--- src/rtl/iob_native_rr_arbiter_pkg.sv ---
// Shared types and helpers for the native round-robin arbiter.
// Provides the FSM state encoding and the pointer-width calculation.
package iob_native_rr_arbiter_pkg;

    typedef enum logic {
        ST_IDLE = 1'b0,
        ST_BUSY = 1'b1
    } arb_state_t;

    // A single requester still needs a one-bit pointer so every port has a legal width.
    function automatic int ptr_width(input int n);
        return (n > 1) ? $clog2(n) : 1;
    endfunction

endpackage

--- src/rtl/iob_rr_prio_enc.sv ---
// Rotating priority encoder: finds the first set request after ptr, with wrap-around.
// Purely combinational; the caller owns the pointer register.
module iob_rr_prio_enc #(
    parameter int N     = 2,
    parameter int PTR_W = 1
) (
    input  logic [N-1:0]     req,
    input  logic [PTR_W-1:0] ptr,
    output logic [N-1:0]     onehot,
    output logic [PTR_W-1:0] idx,
    output logic             any
);

    logic [PTR_W-1:0] cand;

    // Visit ptr+1 .. ptr+N so the previous winner is considered last.
    always_comb begin
        onehot = '0;
        idx    = '0;
        any    = 1'b0;
        cand   = '0;
        for (int k = 1; k <= N; k++) begin
            cand = PTR_W'((int'(ptr) + k) % N);
            if (!any && req[cand]) begin
                any          = 1'b1;
                onehot[cand] = 1'b1;
                idx          = cand;
            end
        end
    end

endmodule

--- src/rtl/iob_native_rr_arbiter.sv ---
// Round-robin arbiter sharing one native slave port among N_MASTERS requesters.
// One request is latched at a time and held on the slave side until s_ready.
module iob_native_rr_arbiter
    import iob_native_rr_arbiter_pkg::*;
#(
    parameter int N_MASTERS = 2,
    parameter int ADDR_W    = 32,
    parameter int DATA_W    = 32
) (
    input  logic                            clk,
    input  logic                            rst_n,
    input  logic [N_MASTERS-1:0]            m_valid,
    input  logic [N_MASTERS*ADDR_W-1:0]     m_addr,
    input  logic [N_MASTERS*DATA_W-1:0]     m_wdata,
    input  logic [N_MASTERS*DATA_W/8-1:0]   m_wstrb,
    output logic [DATA_W-1:0]               m_rdata,
    output logic [N_MASTERS-1:0]            m_ready,
    output logic                            s_valid,
    output logic [ADDR_W-1:0]               s_addr,
    output logic [DATA_W-1:0]               s_wdata,
    output logic [DATA_W/8-1:0]             s_wstrb,
    input  logic [DATA_W-1:0]               s_rdata,
    input  logic                            s_ready,
    output logic [N_MASTERS-1:0]            grant,
    output logic                            busy
);

    localparam int PTR_W  = ptr_width(N_MASTERS);
    localparam int STRB_W = DATA_W / 8;

    arb_state_t state_q;
    arb_state_t state_d;

    logic [PTR_W-1:0]     ptr_q;
    logic [N_MASTERS-1:0] win_onehot;
    logic [PTR_W-1:0]     win_idx;
    logic                 win_any;
    logic [ADDR_W-1:0]    win_addr;
    logic [DATA_W-1:0]    win_wdata;
    logic [STRB_W-1:0]    win_wstrb;

    iob_rr_prio_enc #(
        .N     (N_MASTERS),
        .PTR_W (PTR_W)
    ) u_prio_enc (
        .req    (m_valid),
        .ptr    (ptr_q),
        .onehot (win_onehot),
        .idx    (win_idx),
        .any    (win_any)
    );

    always_comb begin
        win_addr  = m_addr[win_idx*ADDR_W +: ADDR_W];
        win_wdata = m_wdata[win_idx*DATA_W +: DATA_W];
        win_wstrb = m_wstrb[win_idx*STRB_W +: STRB_W];
    end

    always_ff @(posedge clk or negedge rst_n) begin
        if (!rst_n) begin
            state_q <= ST_IDLE;
        end else begin
            state_q <= state_d;
        end
    end

    always_comb begin
        state_d = state_q;
        case (state_q)
            ST_IDLE: if (win_any) state_d = ST_BUSY;
            ST_BUSY: if (s_ready) state_d = ST_IDLE;
            default: state_d = ST_IDLE;
        endcase
    end

    // Requests are captured only from IDLE; requester inputs are ignored while BUSY.
    always_ff @(posedge clk or negedge rst_n) begin
        if (!rst_n) begin
            ptr_q   <= PTR_W'(N_MASTERS - 1);
            grant   <= '0;
            s_addr  <= '0;
            s_wdata <= '0;
            s_wstrb <= '0;
        end else if (state_q == ST_IDLE) begin
            if (win_any) begin
                ptr_q   <= win_idx;
                grant   <= win_onehot;
                s_addr  <= win_addr;
                s_wdata <= win_wdata;
                s_wstrb <= win_wstrb;
            end
        end else if (s_ready) begin
            grant <= '0;
        end
    end

    always_comb begin
        busy    = (state_q == ST_BUSY);
        s_valid = (state_q == ST_BUSY);
        m_ready = '0;
        if (state_q == ST_BUSY && s_ready) begin
            m_ready = grant;
        end
    end

    assign m_rdata = s_rdata;

endmodule

--- config.mk ---
export PLATFORM = sky130hd
export DESIGN_NAME = iob_native_rr_arbiter
export DESIGN_NICKNAME = d
export VERILOG_FILES = /design/src/rtl/iob_native_rr_arbiter_pkg.sv /design/src/rtl/iob_rr_prio_enc.sv /design/src/rtl/iob_native_rr_arbiter.sv
export SDC_FILE = /design/constraint.sdc
export NUM_CORES = 1
export LEC_CHECK = 0
export CAP_MARGIN = 20
export CORE_AREA = 2 2 109 111
export CTS_CLUSTER_SIZE = 30
export DETAILED_ROUTE_END_ITERATION = 10
export DIE_AREA = 0 0 111 113
export GPL_ROUTABILITY_DRIVEN = 0
export PLACE_DENSITY = 0.8
export SKIP_CTS_REPAIR_TIMING = 1
export SLEW_MARGIN = 15
export SYNTH_ARGS = -nofsm -noshare
export SYNTH_HDL_FRONTEND = slang
export SYNTH_HIERARCHICAL = 1
export SYNTH_SLANG_ARGS = --single-unit
--- constraint.sdc ---
create_clock -name clk -period 2.04 [get_ports clk]
set_input_delay 0.306 -clock clk [delete_from_list [all_inputs] [get_ports clk]]
set_output_delay 0.306 -clock clk [all_outputs]
set_load 0.05 [all_outputs]
-- After elaboration in Yosys (flattened, before gate mapping)
Index checks and enable logic that the tools add are counted.
- bits in registers: 72
- latch bits: 0
- RAM bits: 0
- bits in read-only memories: 0
- input port bits: 173
- output and inout bits: 106
- word-level logic and storage cells: 47
- memories kept: 0
- add/subtract/negate cells: 2
- $mul: 0
- div/mod/pow operators: 0
- order comparisons: 4
- eq/ne operators: 1
- shift operators: 3
- muxes and demuxes: 21
- bitwise logic cells: 2
- reduce and logical (&&, ||, !) cells: 8
- operators with widths (operator ; number):
    $shiftx A64 B7 Y32 ; 2
    $mux W1 ; 12
    $mux W2 ; 6
    $shiftx A8 B4 Y4 ; 1
    $logic_and A1 B1 Y1 ; 4
    $lt A1 B2 Y1 const B ; 2
    $reduce_and A2 Y1 ; 2
    $add A1 B1 Y1 const B ; 2
    $demux W1 S1 ; 2
    $ge A1 B1 Y1 const B ; 2
    $ne A2 B2 Y1 const B ; 1
    $or A2 B2 Y2 ; 1
    $pmux W1 S2 ; 1
    $reduce_bool A2 Y1 ; 1
    $logic_not A1 Y1 ; 1
    $not A1 Y1 ; 1

-- Logic depth before layout (Yosys ltp)
Gate-level depths: netlist of the first run.
- depth in word-level cells: 10
- mapped depth: 6
- gate-level depth less buffers: 4

-- Cells and area by module
Netlist of the first run, hierarchy kept.
- by module, submodules not included (module ; times used ; cells each ; area an instance (um^2) ; seq. area each (um^2)):
    iob_native_rr_arbiter ; 1 ; 267 ; 3831.2 ; 1803.0
    iob_rr_prio_enc ; 1 ; 5 ; 32.5 ; 0.0

-- Worst setup path after synthesis of the first run
Ideal clock, no wire load.
- kind: reg2reg
- start: register ptr_q
- end: register s_addr[10]
- library setup time: 125 ps
- data arrival time: 1546 ps
- data required time: 1915 ps
- path slack: 369 ps
- stages on the path, launching flop included: 7
- buffers on the path: 3
- clock period less this slack: 1671 ps
- path through: dfstp_2 a21boi_0 buf_6 buf_6 buf_6 mux2_4 mux2_4
- cells in the longest elaborated chain, start to end: 8
- elaborated cells between the ends (all ways): 14
- those cells by class: add/sub (2); shift (1); mux (8); reduce/logical (3)
- ends and longest elaborated chain (element ; line ; source):
    start: declaration ; iob_native_rr_arbiter.sv:34 ; logic [PTR_W-1:0] ptr_q;
    start signal: assignment ; iob_native_rr_arbiter.sv:79 ; ptr_q <= PTR_W'(N_MASTERS - 1);
    start signal: assignment ; iob_native_rr_arbiter.sv:86 ; ptr_q <= win_idx;
    $add A1 B1 Y1 ; iob_rr_prio_enc.sv:23 ; cand = PTR_W'((int'(ptr) + k) % N);
    $mux W1 (not written as such) (2 in series) ; iob_rr_prio_enc.sv:24 ; if (!any && req[cand]) begin
    $mux W1 ; iob_rr_prio_enc.sv:24 ;
    $logic_not A1 Y1 ; iob_rr_prio_enc.sv:24 ;
    $logic_and A1 B1 Y1 ; iob_rr_prio_enc.sv:24 ;
    $mux W1 * ; iob_rr_prio_enc.sv:24 ;
    via win_idx ; iob_native_rr_arbiter.sv:36 ; logic [PTR_W-1:0] win_idx;
    $shiftx A64 B7 Y32 * ; iob_native_rr_arbiter.sv:54 ; win_addr = m_addr[win_idx*ADDR_W +: ADDR_W];
    end signal: assignment ; iob_native_rr_arbiter.sv:88 ; s_addr <= win_addr;
    end: declaration ; iob_native_rr_arbiter.sv:19 ; output logic [ADDR_W-1:0] s_addr,
The timed path passes the listed nets; every way through them passes the cells marked *. The select of a mux whose other input is x is not followed.
A chain may end at the register's enable or synchronous reset.

-- Worst setup path in the final report of the first run
- start: register grant[1]
- end: output port grant[1]
- RTL lines (element ; line ; source):
    start: declaration ; iob_native_rr_arbiter.sv:24 ; output logic [N_MASTERS-1:0] grant,
    start signal: assignment ; iob_native_rr_arbiter.sv:87 ; grant <= win_onehot;
No word-level cell between the ends.

==> results of run 1 <==
-- metrics by stage --
step           instance area (µm²)  hold WS (ns)
4_1_cts                       6336      -0.05700
5_1_grt                       6351        0.5186
2_1_floorplan                 3864       0.01041
3_3_place_gp                  5995        0.2949
6_report                      6351        0.4959
3_5_place_dp                  5995        0.2958
-- cells in the mapped netlist --
cell type  number
a21boi_0        2
a21boi_1        1
and3_1          2
buf_2          12
buf_4          34
buf_6           3
dfrtp_1        71
dfstp_2         1
inv_1           1
mux2_2        119
mux2_4         18
mux2i_1         2
nor2b_1         2
o2bb2ai_1       2
or2_1           1
or2_2           1
-- power groups by stage --
stage | clock, µW | sequential (µW) | combinational, µW
final | 1760 | 2390 | 5100
after global routing | 1870 | 2480 | 5290
after floorplan | 0 | 4470 | 1330
after CTS | 1800 | 2400 | 5150
after global placement | 0 | 2390 | 5080
after detailed placement | 0 | 2410 | 5140
-- cell families after synthesis --
kind of cell	count (synthesis)	share of synthesized area (%)
buffers and inverters	50	9.132
and+or+nand+nor	6	0.9716
AOI/OAI and AO/OA	5	1.036
muxes	139	42.20
DFF	72	46.66
-- path summary, 6_finish.rpt --
path / startpoint / endpoint / slack, ns / depth (start not counted)
worst min-delay path: rst_n / s_addr[17]$_DFFE_PN0P_ / 0.50 / 2
worst min register to register: s_addr[19]$_DFFE_PN0P_ / s_addr[19]$_DFFE_PN0P_ / 0.50 / 1
worst max-delay path: grant[1]$_DFFE_PN0P_ / grant[1] / 0.18 / 1
worst max register to register: ptr_q$_DFFE_PN1P_ / s_wdata[30]$_DFFE_PN0P_ / 0.36 / 4
max in group asynchronous: rst_n / s_wstrb[0]$_DFFE_PN0P_ / 0.96 / 3
min in group clk: s_addr[19]$_DFFE_PN0P_ / s_addr[19]$_DFFE_PN0P_ / 0.50 / 1
-- metal layers --
metal,wire length [µm],up-vias,track usage [%]
met5,0,-,0
met4,516,0,9.917
met3,745,48,5.088
met2,5587,133,30.55
met1,3871,1375,18.34
li1,-,1307,-
-- registers in the layout, summed over array words and instances (netlist names) --
name	flops
s_addr	32
s_wdata	32
s_wstrb	4
grant	2
busy	1
ptr_q	1
-- area by class of cell --
type                    count  area [µm²]  share of cell area, %
clock buffers              12       266.5                  4.196
clock inverters             4       75.07                  1.182
inverters                   1       3.754                0.05910
multi-input cells         150        1727                  27.19
flip-flops and latches     72        1803                  28.39
well taps                 143       178.9                  2.817
repair buffers            223        2297                  36.17
-- worst register-to-register path: stages, from the launching register on --
cell and delay [ns]:
dfstp_2 0.39, a21boi_4 0.24, buf_12 0.27, mux2_2 0.40, mux2_2 0.27
==> results.cfg, run 1 <==
[pwr]
internal_power_uw = 5295
p_per_area_nw_per_um2 = 1457
power.switching_uw = 3956
power.total_uw = 9251
vdd_drop_max_v = 0.0007800
leakagePower_uw = 0.002593
p_seq_share_pct = 25.8
sw_frac_of_total_pct = 42.76
p_comb_share_pct = 55.1
p_clk_share_pct = 19.1

[timing]
grt_setup_unrepaired = no
min_period_over_period_pct = 91.05
setup_tns_ns = 0
worst_slack_ns = 0.1826
relSlewSlack_pct = 62.12
period_needed_ns = 1.857
finalMaxSlewViolations = 0
finClkSkew_ns = 0.003802
hold_viol = 0
worstMarginPinSlew_ns = 0.5664
max_freq_ghz = 0.5384
setup_viol = 0

[clock_tree]
clockRootBuffer = clkbuf_16
htreeDepth = 3
cts_buffers = 9
clock_latency_ns = 0.33
clk_path_buf_depth = 2
numClockSinks = 72
cts_tree = done
clkSlewWorstSetupHoldPaths_ns = 0.06

[synth]
seq_area_frac_synth_pct = 46.66
synth.distinct_cells = 16
synth_top_area_share_pct = 45.98
synth_nets = 445
synth_warnings = 6
avgSynthCellArea_um2 = 14.20
netlist_top_cells_area = dfrtp_1 (46%), mux2_2 (35%), mux2_4 (7.0%), buf_4 (6.6%), buf_2 (1.6%)
synth_cells = 272
synth_top_cell_by_area = dfrtp_1
syn_area_um2 = 3864
ys_ff_latch = 72

[layout]
area_delta_synth_final_pct = 64.38
drive_gt1_share_pct = 36.36
nets = 630
n_fill_cell = 946
final_common_cell = clkdlybuf4s50_1
fin_util_pct = 56.34
antenna_cells = 0
layout_common_cells = clkdlybuf4s50_1 (209), mux2_2 (119), dfrtp_1 (71)
instances_no_fill = 605

[critical_path]
worst_setup_path_end_kind = output pin
crit_family = buffers and inverters
worstPathArrival_ns = 1.55
worstSetupPathType = register to output pin
path_buf_inv = 1
worstPathRequired_ns = 1.73
cp-start-kind = register
critPathMaxStageDelay_ns = 0.83
cp_slowest_cell = clkdlybuf4s50_1
crit_chain = clkdlybuf4s50_1
critPathMaxFanout = 4

[global_routing]
track_usage_pct = 17.23
grt_first_pass_wirelength_um = 17040
grt_pass1_vias = 3260
grt_antenna_before_repair = 0
grt.overflow.total = 0
grt_max_degree = 39

[die]
core_area_um2 = 11270
die_h_um = 113
rows = 39
ioPinCount = 279
initial_core_util_pct = 34.28
die_w_um = 111
dieArea_um2 = 12540

[job]
drv_cap = 0

[placed_design]
io_buffers = 214
place_ws_ns = -0.1015
dp.cells = 588
hpwl_um = 8324

[detailed_routing]
drt-total-wl_um = 10720
dr.first_iter.drc_count = 32
routed_via_density = 4.732
drcViolationCount = 0
vias = 2863
ant_nets = 0
wl_per_cell_um = 17.72
first_pass_iters = 3

[min_path]
min_path_type = primary input to asynchronous set/reset pin

[run_status]
status = completed
(Power assumes the default switching activity.)
==> run 2: changes to the inputs <==
--- a/config.mk
+++ b/config.mk
@@ -11,10 +11,9 @@
 export DETAILED_ROUTE_END_ITERATION = 10
 export DIE_AREA = 0 0 111 113
 export GPL_ROUTABILITY_DRIVEN = 0
-export PLACE_DENSITY = 0.8
+export PLACE_DENSITY = 0.77
 export SKIP_CTS_REPAIR_TIMING = 1
 export SLEW_MARGIN = 15
 export SYNTH_ARGS = -nofsm -noshare
 export SYNTH_HDL_FRONTEND = slang
-export SYNTH_HIERARCHICAL = 1
 export SYNTH_SLANG_ARGS = --single-unit
==> run 2 against run 1 <==
Against the previous run:
- first-iteration DRC count increased to 6.2 times the previous value
- clock-buffer cell count increased by 3
- area after synthesis decreased by 8.1%
- routed wire length increased by 7.5%
- sequential share of layout area increased by 2.2 points
- hold slack improved by 0.0013 ns
- largest cell class unchanged
- critical path type unchanged
- sequential power about the same
==> results.cfg, run 2 <==
[run_status]
status = completed

[synth]
synth_top_area_share_pct = 50.04
ys_ff_latch = 72
syn_area_um2 = 3551
synth_top_cell_by_area = dfrtp_1
synth_warnings = 0
ys_async_sr_fraction_pct = 100.0
synthMostInstantiatedCell = a21oi_1
synthTopCellsByCount = a21oi_1 (139), dfrtp_1 (71), nor2_1 (69)
netlist_top_cells_area = dfrtp_1 (50%), a21oi_1 (20%), buf_4 (8.0%), nor2_1 (7.3%), nand2_1 (7.2%)
seq_area_frac_synth_pct = 50.78
synth_edf_count = 0
synth.distinct_cells = 20
synth-main-ff-cell = dfrtp_1
synth_cells = 425
synth_nets = 598
avgSynthCellArea_um2 = 8.355

[timing]
finClkSkew_ns = 0.008235
max_freq_ghz = 0.5091
min_period_over_period_pct = 96.28
relSlewSlack_pct = 63.70
setup_viol = 0
worstMarginPinSlew_ns = 0.5429
grt_setup_unrepaired = yes
worst_slack_ns = 0.07580
hold_viol = 0
period_needed_ns = 1.964
finalMaxSlewViolations = 0

[critical_path]
worstPathRequired_ns = 1.73
cp_slowest_cell = clkdlybuf4s50_1
reg2reg_to = s_wdata[9]$_DFFE_PN0P_
critPathMaxStageDelay_ns = 0.85
cp-start-kind = register
path_buf_inv = 1
critPathMaxFanout = 10
r2r_slack_ns = 0.65
crit_family = buffers and inverters
crit_chain = clkdlybuf4s50_1
worstPathArrival_ns = 1.66
worstSetupPathType = register to output pin
worst_setup_path_end_kind = output pin
worstRegToRegCells = 4

[global_routing]
grt_antenna_before_repair = 0
grt_first_pass_wirelength_um = 18290
grt_pass1_vias = 3782
track_usage_pct = 18.09
grt_max_degree = 70
grt.overflow.total = 0

[detailed_routing]
first_pass_iters = 6
drcViolationCount = 0
wl_per_cell_um = 15.51
routed_via_density = 4.988
ant_nets = 0
drt-total-wl_um = 11530
dr.first_iter.drc_count = 198
vias = 3706

[die]
core_area_um2 = 11270
ioPinCount = 279
die_w_um = 111
initial_core_util_pct = 31.50
dieArea_um2 = 12540
die_h_um = 113
rows = 39

[clock_tree]
numClockSinks = 72
clkSlewWorstSetupHoldPaths_ns = 0.05
cts_buffers = 9
clk_path_buf_depth = 2
clock_latency_ns = 0.32
cts_tree = done
clockRootBuffer = clkbuf_16
htreeDepth = 3

[pwr]
vdd_drop_max_v = 0.0008857
leakagePower_uw = 0.002453
power.total_uw = 8787
p_per_area_nw_per_um2 = 1491

[layout]
layout_common_cells = clkdlybuf4s50_1 (211), a21oi_1 (139), dfrtp_1 (71)
antenna_cells = 0
area_delta_synth_final_pct = 66.00
final_common_cell = clkdlybuf4s50_1
instances_no_fill = 743
nets = 768
top_regs = s_addr x32, s_wdata x32, s_wstrb x4
n_fill_cell = 1038
drive_gt1_share_pct = 4.667

[placed_design]
io_buffers = 214
dp.cells = 726
place_ws_ns = 0.1743
hpwl_um = 8147

[min_path]
min_path_type = primary input to asynchronous set/reset pin

[job]
drv_cap = 0
## run 2: worst max path at each step
stage	from	end	cells past startpoint
2_1_floorplan	busy$_DFF_PN0_	s_wdata[10]$_DFFE_PN0P_	6
3_3_place_gp	m_valid[1]	s_wdata[2]$_DFFE_PN0P_	5
3_5_place_dp	m_valid[1]	s_wdata[9]$_DFFE_PN0P_	5
4_1_cts	busy$_DFF_PN0_	s_valid	1
5_1_grt	busy$_DFF_PN0_	s_valid	1
6_report	busy$_DFF_PN0_	s_valid	1
## run 2: logic make-up (layout without fill, tap and decap cells)
| group | after synthesis | count (layout) | share of synthesized area (%) |
|---|---|---|---|
| compound gates | 147 | 147 | 21.71 |
| buf+inv | 65 | 240 | 12.30 |
| flops | 72 | 72 | 50.78 |
| simple gates | 141 | 141 | 15.22 |
## run 2: where the power goes
| group | total, µW | switching [µW] | internal, µW |
|---|---|---|---|
| Combinational | 4950 | 3230 | 1720 |
| Sequential | 2390 | 369 | 2030 |
| Clock | 1440 | 553 | 889 |
## run 2: per-stage QoR
stage               utilization [%]  area (µm²)  hold slack (ns)    TNS (ns)
floorplan                         -        3551          0.01041           0
global placement              49.78        5612           0.3036           0
detailed placement            49.78        5612           0.3052           0
CTS                           52.20        5884         -0.04592           0
global route                  52.29        5894           0.5227  -0.0006605
finish                        52.29        5894           0.4972           0
## run 2: metal layers
| metal | global-route usage, % | vias up | share of wire [%] |
|---|---|---|---|
| met1 | 19.84 | 1753 | 38 |
| met2 | 32.23 | 213 | 50 |
| met5 | 0 | - | 0 |
| met3 | 6.427 | 26 | 9.7 |
| li1 | - | 1714 | - |
| met4 | 7.000 | 0 | 2.2 |
## run 2: final cells by class
| cell class | instances | area [µm²] | area share [%] |
|---|---|---|---|
| Timing Repair Buffer | 223 | 2317 | 39.31 |
| Sequential cell | 72 | 1803 | 30.59 |
| Multi-Input combinational cell | 288 | 1319 | 22.37 |
| Clock buffer | 15 | 267.8 | 4.543 |
| Tap cell | 143 | 178.9 | 3.035 |
| Clock inverter | 1 | 5.005 | 0.08491 |
| Inverter | 1 | 3.754 | 0.06368 |
==> patch 1: new RTL, settings of run 2 <==
Set the parameter `N_MASTERS` to 1 (it was 2).
--- a/src/rtl/iob_native_rr_arbiter.sv
+++ b/src/rtl/iob_native_rr_arbiter.sv
@@ -5,3 +5,3 @@
 #(
-    parameter int N_MASTERS = 2,
+    parameter int N_MASTERS = 1,
     parameter int ADDR_W    = 32,
Ports: changed (6 resized); port bits go from 279 to 208. The function was not compared with the original's and may differ.
==> patch 1 against run 2 <==
The flow now finishes with violations (negative hold slack). Hold slack lost 0.51 ns. Synthesized area shrank 17%. Sequential cell count shrank 2. Wire length shrank 42%. First-iteration DRC count shrank 83%. Die area is the same. Fmax shrank 1.5%. Critical endpoint unchanged. Setup slack lost 0.030 ns. Design area shrank 22%. Total power shrank 29%.
==> patch 1: results (changes against run 2) <==
| Metric | Value |
|---|---|
| Total wire length | `6680 um (-42%)` |
| Vias in the first global route | `2116 (-44%)` |
| Final hold vios | `23 (+23)` |
| Met1 Use GR | `12.6% (-7.2 points)` |
| Largest net degree at the start of global routing | `48 (-31%)` |
| Root Buffer | `clkbuf_16` |
| WL met2 | `3210 um (-44%)` |
| DP Worst Slack | `0.176 ns (+0.00134 ns)` |
| Post-DP HPWL | `4980 um (-39%)` |
| Outcome | `finished, violations left` |
| Register area share after synthesis | `59.2% (+8.4 points)` |
| Met3 wire len | `733 um (-34%)` |
| R2R Setup Slk | `0.53 ns (-0.12 ns)` |
| Skew final | `0.00718 ns (-0.00105 ns)` |
| GR Layer Usage met3 | `5.52% (-0.91 points)` |
| Violated checks | `negative hold slack` |
| Biggest registers after layout | `s_addr x32, s_wdata x32, s_wstrb x4` |
| Worst-path fanout max | `7 (-3)` |
| RR Endpoint | `s_wdata[0]` |
| Clock H-tree levels | `3 (unchanged)` |
| Total GRT Usage | `11.2% (-6.9 points)` |
| Hold slack | `-0.0129 ns (-0.510 ns)` |
| Met2 GRT Util | `17.8% (-14 points)` |
| Slew HR | `60.8% (-2.9 points)` |
| Top cells by area, synth | `dfrtp_1 (59%), mux2_2 (18%), mux2_4 (10%)` |
| CP arrival | `1.69 ns (+0.03 ns)` |
| FF-to-FF path depth | `3 (-1)` |
| Syn_nets | `290 (-52%)` |
| M1 wire length | `2580 um (-41%)` |
| Global-route wire length before repair | `11000 um (-40%)` |
| Synth cell types | `12 (-40%)` |
| Peak supply drop | `0.000660 V (-26%)` |
| Initial drt markers | `33 (-83%)` |
| Layout cells sized above 1 | `29.2% (+25 points)` |
| Nets | `407 (-47%)` |
| Highest Signal Layer | `met4` |
| Vias | `1882 (-49%)` |
| Hold/Removal Path Class | `input port to asynchronous set/reset pin` |
| Commonest cells post-synth | `dfrtp_1 (70), mux2_2 (48), buf_4 (37)` |
| Leakage power | `1.90 nW (-23%)` |
## patch 1: changes by cell type after synthesis, sizes merged, moves of 2 or more
cell | before | now
nand2 | 68 | 0
o21ai | 2 | 0
nor2 | 69 | 2
a21oi | 139 | 1
buf | 63 | 41
mux2 | 0 | 68
## patch 1: kinds of logic (layout without fill, tap and decap cells)
logic type | Yosys count | in the layout | share of synthesized area, %
flops | 70 | 70 | 59.2
mux | 68 | 68 | 28.4
simple gates | 4 | 4 | 0.677
compound gates | 2 | 2 | 0.381
buf+inv | 42 | 164 | 11.3
## patch 1: worst max path at each step
stage	to	slack, ns	cells past startpoint
floorplan	s_addr[0]	0.41	5
global placement	s_wdata[0]	0.21	4
detailed placement	s_wstrb[1]	0.18	4
CTS	busy	0.004	1
global route	s_valid	0.003	1
finish	s_valid	0.05	1
## patch 1: where the power goes
part | internal (mW) | total [mW] | switching (mW)
Combinational | 1.08 | 2.76 | 1.68
Clock | 0.941 | 1.50 | 0.560
Sequential | 1.75 | 1.95 | 0.203
## patch 1: area by class of cell
class                   count  area [um^2]
fillers                  1070         6680
repair buffers            147         1480
multi-input cells          74          880
well taps                 143          179
clock buffers              10          229
clock inverters             6         62.6
flip-flops and latches     70         1750
inverters                   1         3.75
## patch 1: through the flow
stage                     utilization, %  instances  hold WS [ns]  area [um^2]
after floorplan                        -        186        0.0104         2960
after global placement              38.1        435         0.349         4300
after detailed placement            38.1        435         0.354         4300
after CTS                           40.7        451      -0.00605         4590
after global routing                40.7        451        0.0340         4590
final                               40.7        451       -0.0129         4590
==> patch 2: new RTL, settings of run 2 <==
Made on the original files. Make the reset (`rst_n`) synchronous in 2 clocked blocks.
--- a/src/rtl/iob_native_rr_arbiter.sv
+++ b/src/rtl/iob_native_rr_arbiter.sv
@@ -58,3 +58,3 @@
 
-    always_ff @(posedge clk or negedge rst_n) begin
+    always_ff @(posedge clk) begin
         if (!rst_n) begin
@@ -76,3 +76,3 @@
     // Requests are captured only from IDLE; requester inputs are ignored while BUSY.
-    always_ff @(posedge clk or negedge rst_n) begin
+    always_ff @(posedge clk) begin
         if (!rst_n) begin
Behaviour: differs if rst_n is asserted again (counterexample within 4 cycles, from zero or initial values and one cycle with rst_n low); with rst_n held inactive, the same outputs for 4 cycles.
==> patch 2 against run 2 <==
Highest routed layer unchanged. Design area decreased by 4.3%. Critical path type unchanged. Wire length increased by 0.49%. Synthesized area fell by 7.6%. Setup slack improved by 0.12 ns. Sequential cell count is the same. Via count shrank 0.49%. Largest cell class unchanged. Critical path depth is the same.
Power is not compared: it rests on default switching activity, and its combinational part moved more than twofold at a synthesized area within 25%.
==> patch 2: results (changes against run 2) <==
| Metric | Value |
|---|---|
| Outcome | `complete, no violations` |
| R2R Setup Slk | `0.61 ns (-0.04 ns)` |
| N_diodes | `0 (unchanged)` |
| Slew HR | `62.3% (-1.4 points)` |
| Global-route wire length before repair | `18400 um (+0.53%)` |
| DR WL/cell | `15.6 um (+0.35%)` |
| Critical path startpoint | `grant[1]` |
| Hold/Removal Path Class | `input port to flip-flop` |
| Worst-path fanout max | `3 (-7)` |
| Initial drt markers | `189 (-4.5%)` |
| CP Class | `flip-flop to primary output` |
| Switching Fraction | `33.5%` |
| HP Start | `rst_n` |
| Root Buffer | `clkbuf_16` |
| Layout cells sized above 1 | `5.32% (+0.66 points)` |
| Synth cell types | `22 (+10%)` |
| Clock H-tree levels | `3 (unchanged)` |
| Nets | `770 (+0.26%)` |
| Largest net degree at the start of global routing | `62 (-11%)` |
| Biggest registers after layout | `s_addr x32, s_wdata x32, s_wstrb x4` |
| PortBufs | `214 (unchanged)` |
| CTS max path bufs | `2 (unchanged)` |
| Clock transition at path regs | `0.06 ns` |
| RR Endpoint | `s_addr[3]` |
| Via-to-Cell Ratio | `4.96 (-0.62%)` |
| Antenna violations before repair | `0 (unchanged)` |
| Clock Latency Late Sink | `0.33 ns` |
| Syn_nets | `608 (+1.7%)` |
| Commonest cells post-synth | `a21oi_1 (136), dfxtp_1 (72), nand2_1 (69)` |
| Peak supply drop | `0.000392 V` |
| Fill cell count | `1057 (+1.8%)` |
| CP max stage delay | `0.85 ns (about the same)` |
| Top cells by area, synth | `dfxtp_1 (44%), a21oi_1 (21%), o21ai_0 (10%)` |
| Total GRT Usage | `17.9% (-0.19 points)` |
| Reg2reg start | `busy` |
| Fmax | `0.541 GHz (+6.3%)` |
| Register area share after synthesis | `44.0% (-6.8 points)` |
| CP delay by family, top | `buffers and inverters` |
| Total iterations of the first detailed-routing run | `4 (-2)` |
| Post-DP HPWL | `8280 um (+1.7%)` |
| DP Worst Slack | `0.184 ns (+0.00931 ns)` |
| Skew final | `0.00854 ns (+0.000301 ns)` |
| Synth Warn # | `0 (unchanged)` |
| Crit path capture | `grant[1]` |
| CTS buffer count | `9 (unchanged)` |
| Slowest cell on crit path | `clkdlybuf4s50_1` |
| CP arrival | `1.54 ns (-0.12 ns)` |
| Leakage power | `2.21 nW` |
| Vias in the first global route | `3778 (-0.11%)` |
| FF-to-FF path depth | `4 (unchanged)` |
| Async SR Flop Fraction | `0% (-100 points)` |
[patch 2: changes by cell type in the layout (fill, tap and decap cells not counted), moves of 2 or more]
| cell | run 2 | this run |
|---|---|---|
| dfxtp_1 | 0 | 72 |
| dfrtp_1 | 71 | 0 |
| nor2_1 | 69 | 1 |
| clkdlybuf4s50_1 | 211 | 209 |
| o21ai_0 | 2 | 66 |
| o21ai_1 | 0 | 3 |
| a21oi_1 | 139 | 136 |
| clkbuf_1 | 4 | 1 |
[patch 2: power by group through the flow]
stage	logic, mW	registers (mW)	clock network (mW)
2_1_floorplan	0.542	2.13	0
3_3_place_gp	1.53	1.65	0
3_5_place_dp	1.54	1.66	0
4_1_cts	1.55	1.63	1.49
5_1_grt	1.63	1.65	1.55
6_report	1.54	1.63	1.44
[patch 2: area by class of cell]
type	instances	area (um^2)	area share, %
Sequential cell	72	1440	25.6
Clock buffer	12	256	4.55
Timing Repair Buffer	223	2320	41.1
Clock inverter	3	17.5	0.311
Multi-Input combinational cell	289	1420	25.1
Tap cell	143	179	3.17
Inverter	2	7.51	0.133
[patch 2: stage by stage]
stage	util, %	total power [mW]	instance area, um^2	cells
after floorplan	-	2.68	3280	435
after detailed placement	47.6	3.20	5370	729
after global routing	50.0	4.83	5640	744
final	50.0	4.61	5640	744
after global placement	47.6	3.18	5370	729
after CTS	50.0	4.67	5640	744
[patch 2: worst register-to-register path, cell delays in order (launching register included)]
cell and delay [ns]:
dfxtp_1 0.43, o21ba_2 0.37, buf_12 0.26, o21ai_0 0.13, a21oi_1 0.17
[patch 2: logic make-up after synthesis]
logic type / Yosys count / share of synthesized area (%)
AOI/OAI and AO/OA: 214 / 33.8
and+or+nand+nor: 75 / 8.93
buffers and inverters: 74 / 13.3
DFF: 72 / 44.0
[patch 2: worst min-delay path by stage]
stage | depth (start not counted) | slack (ns) | endpoint
after CTS | 3 | 0.51 | s_wdata[26]
after detailed placement | 2 | 0.52 | s_wdata[4]
after global placement | 2 | 0.51 | s_wdata[16]
after global routing | 3 | 0.53 | s_addr[19]
final | 3 | 0.52 | s_wdata[26]
after floorplan | 2 | 0.44 | s_addr[0]
[patch 2: routing by layer]
| layer | routed length (um) | track usage (%) | up-vias |
|---|---|---|---|
| met2 | 5640 | 30.8 | 154 |
| met5 | 0 | 0 | - |
| li1 | - | - | 1794 |
| met1 | 4760 | 20.3 | 1715 |
| met4 | 244 | 7.42 | 0 |
| met3 | 940 | 6.37 | 25 |
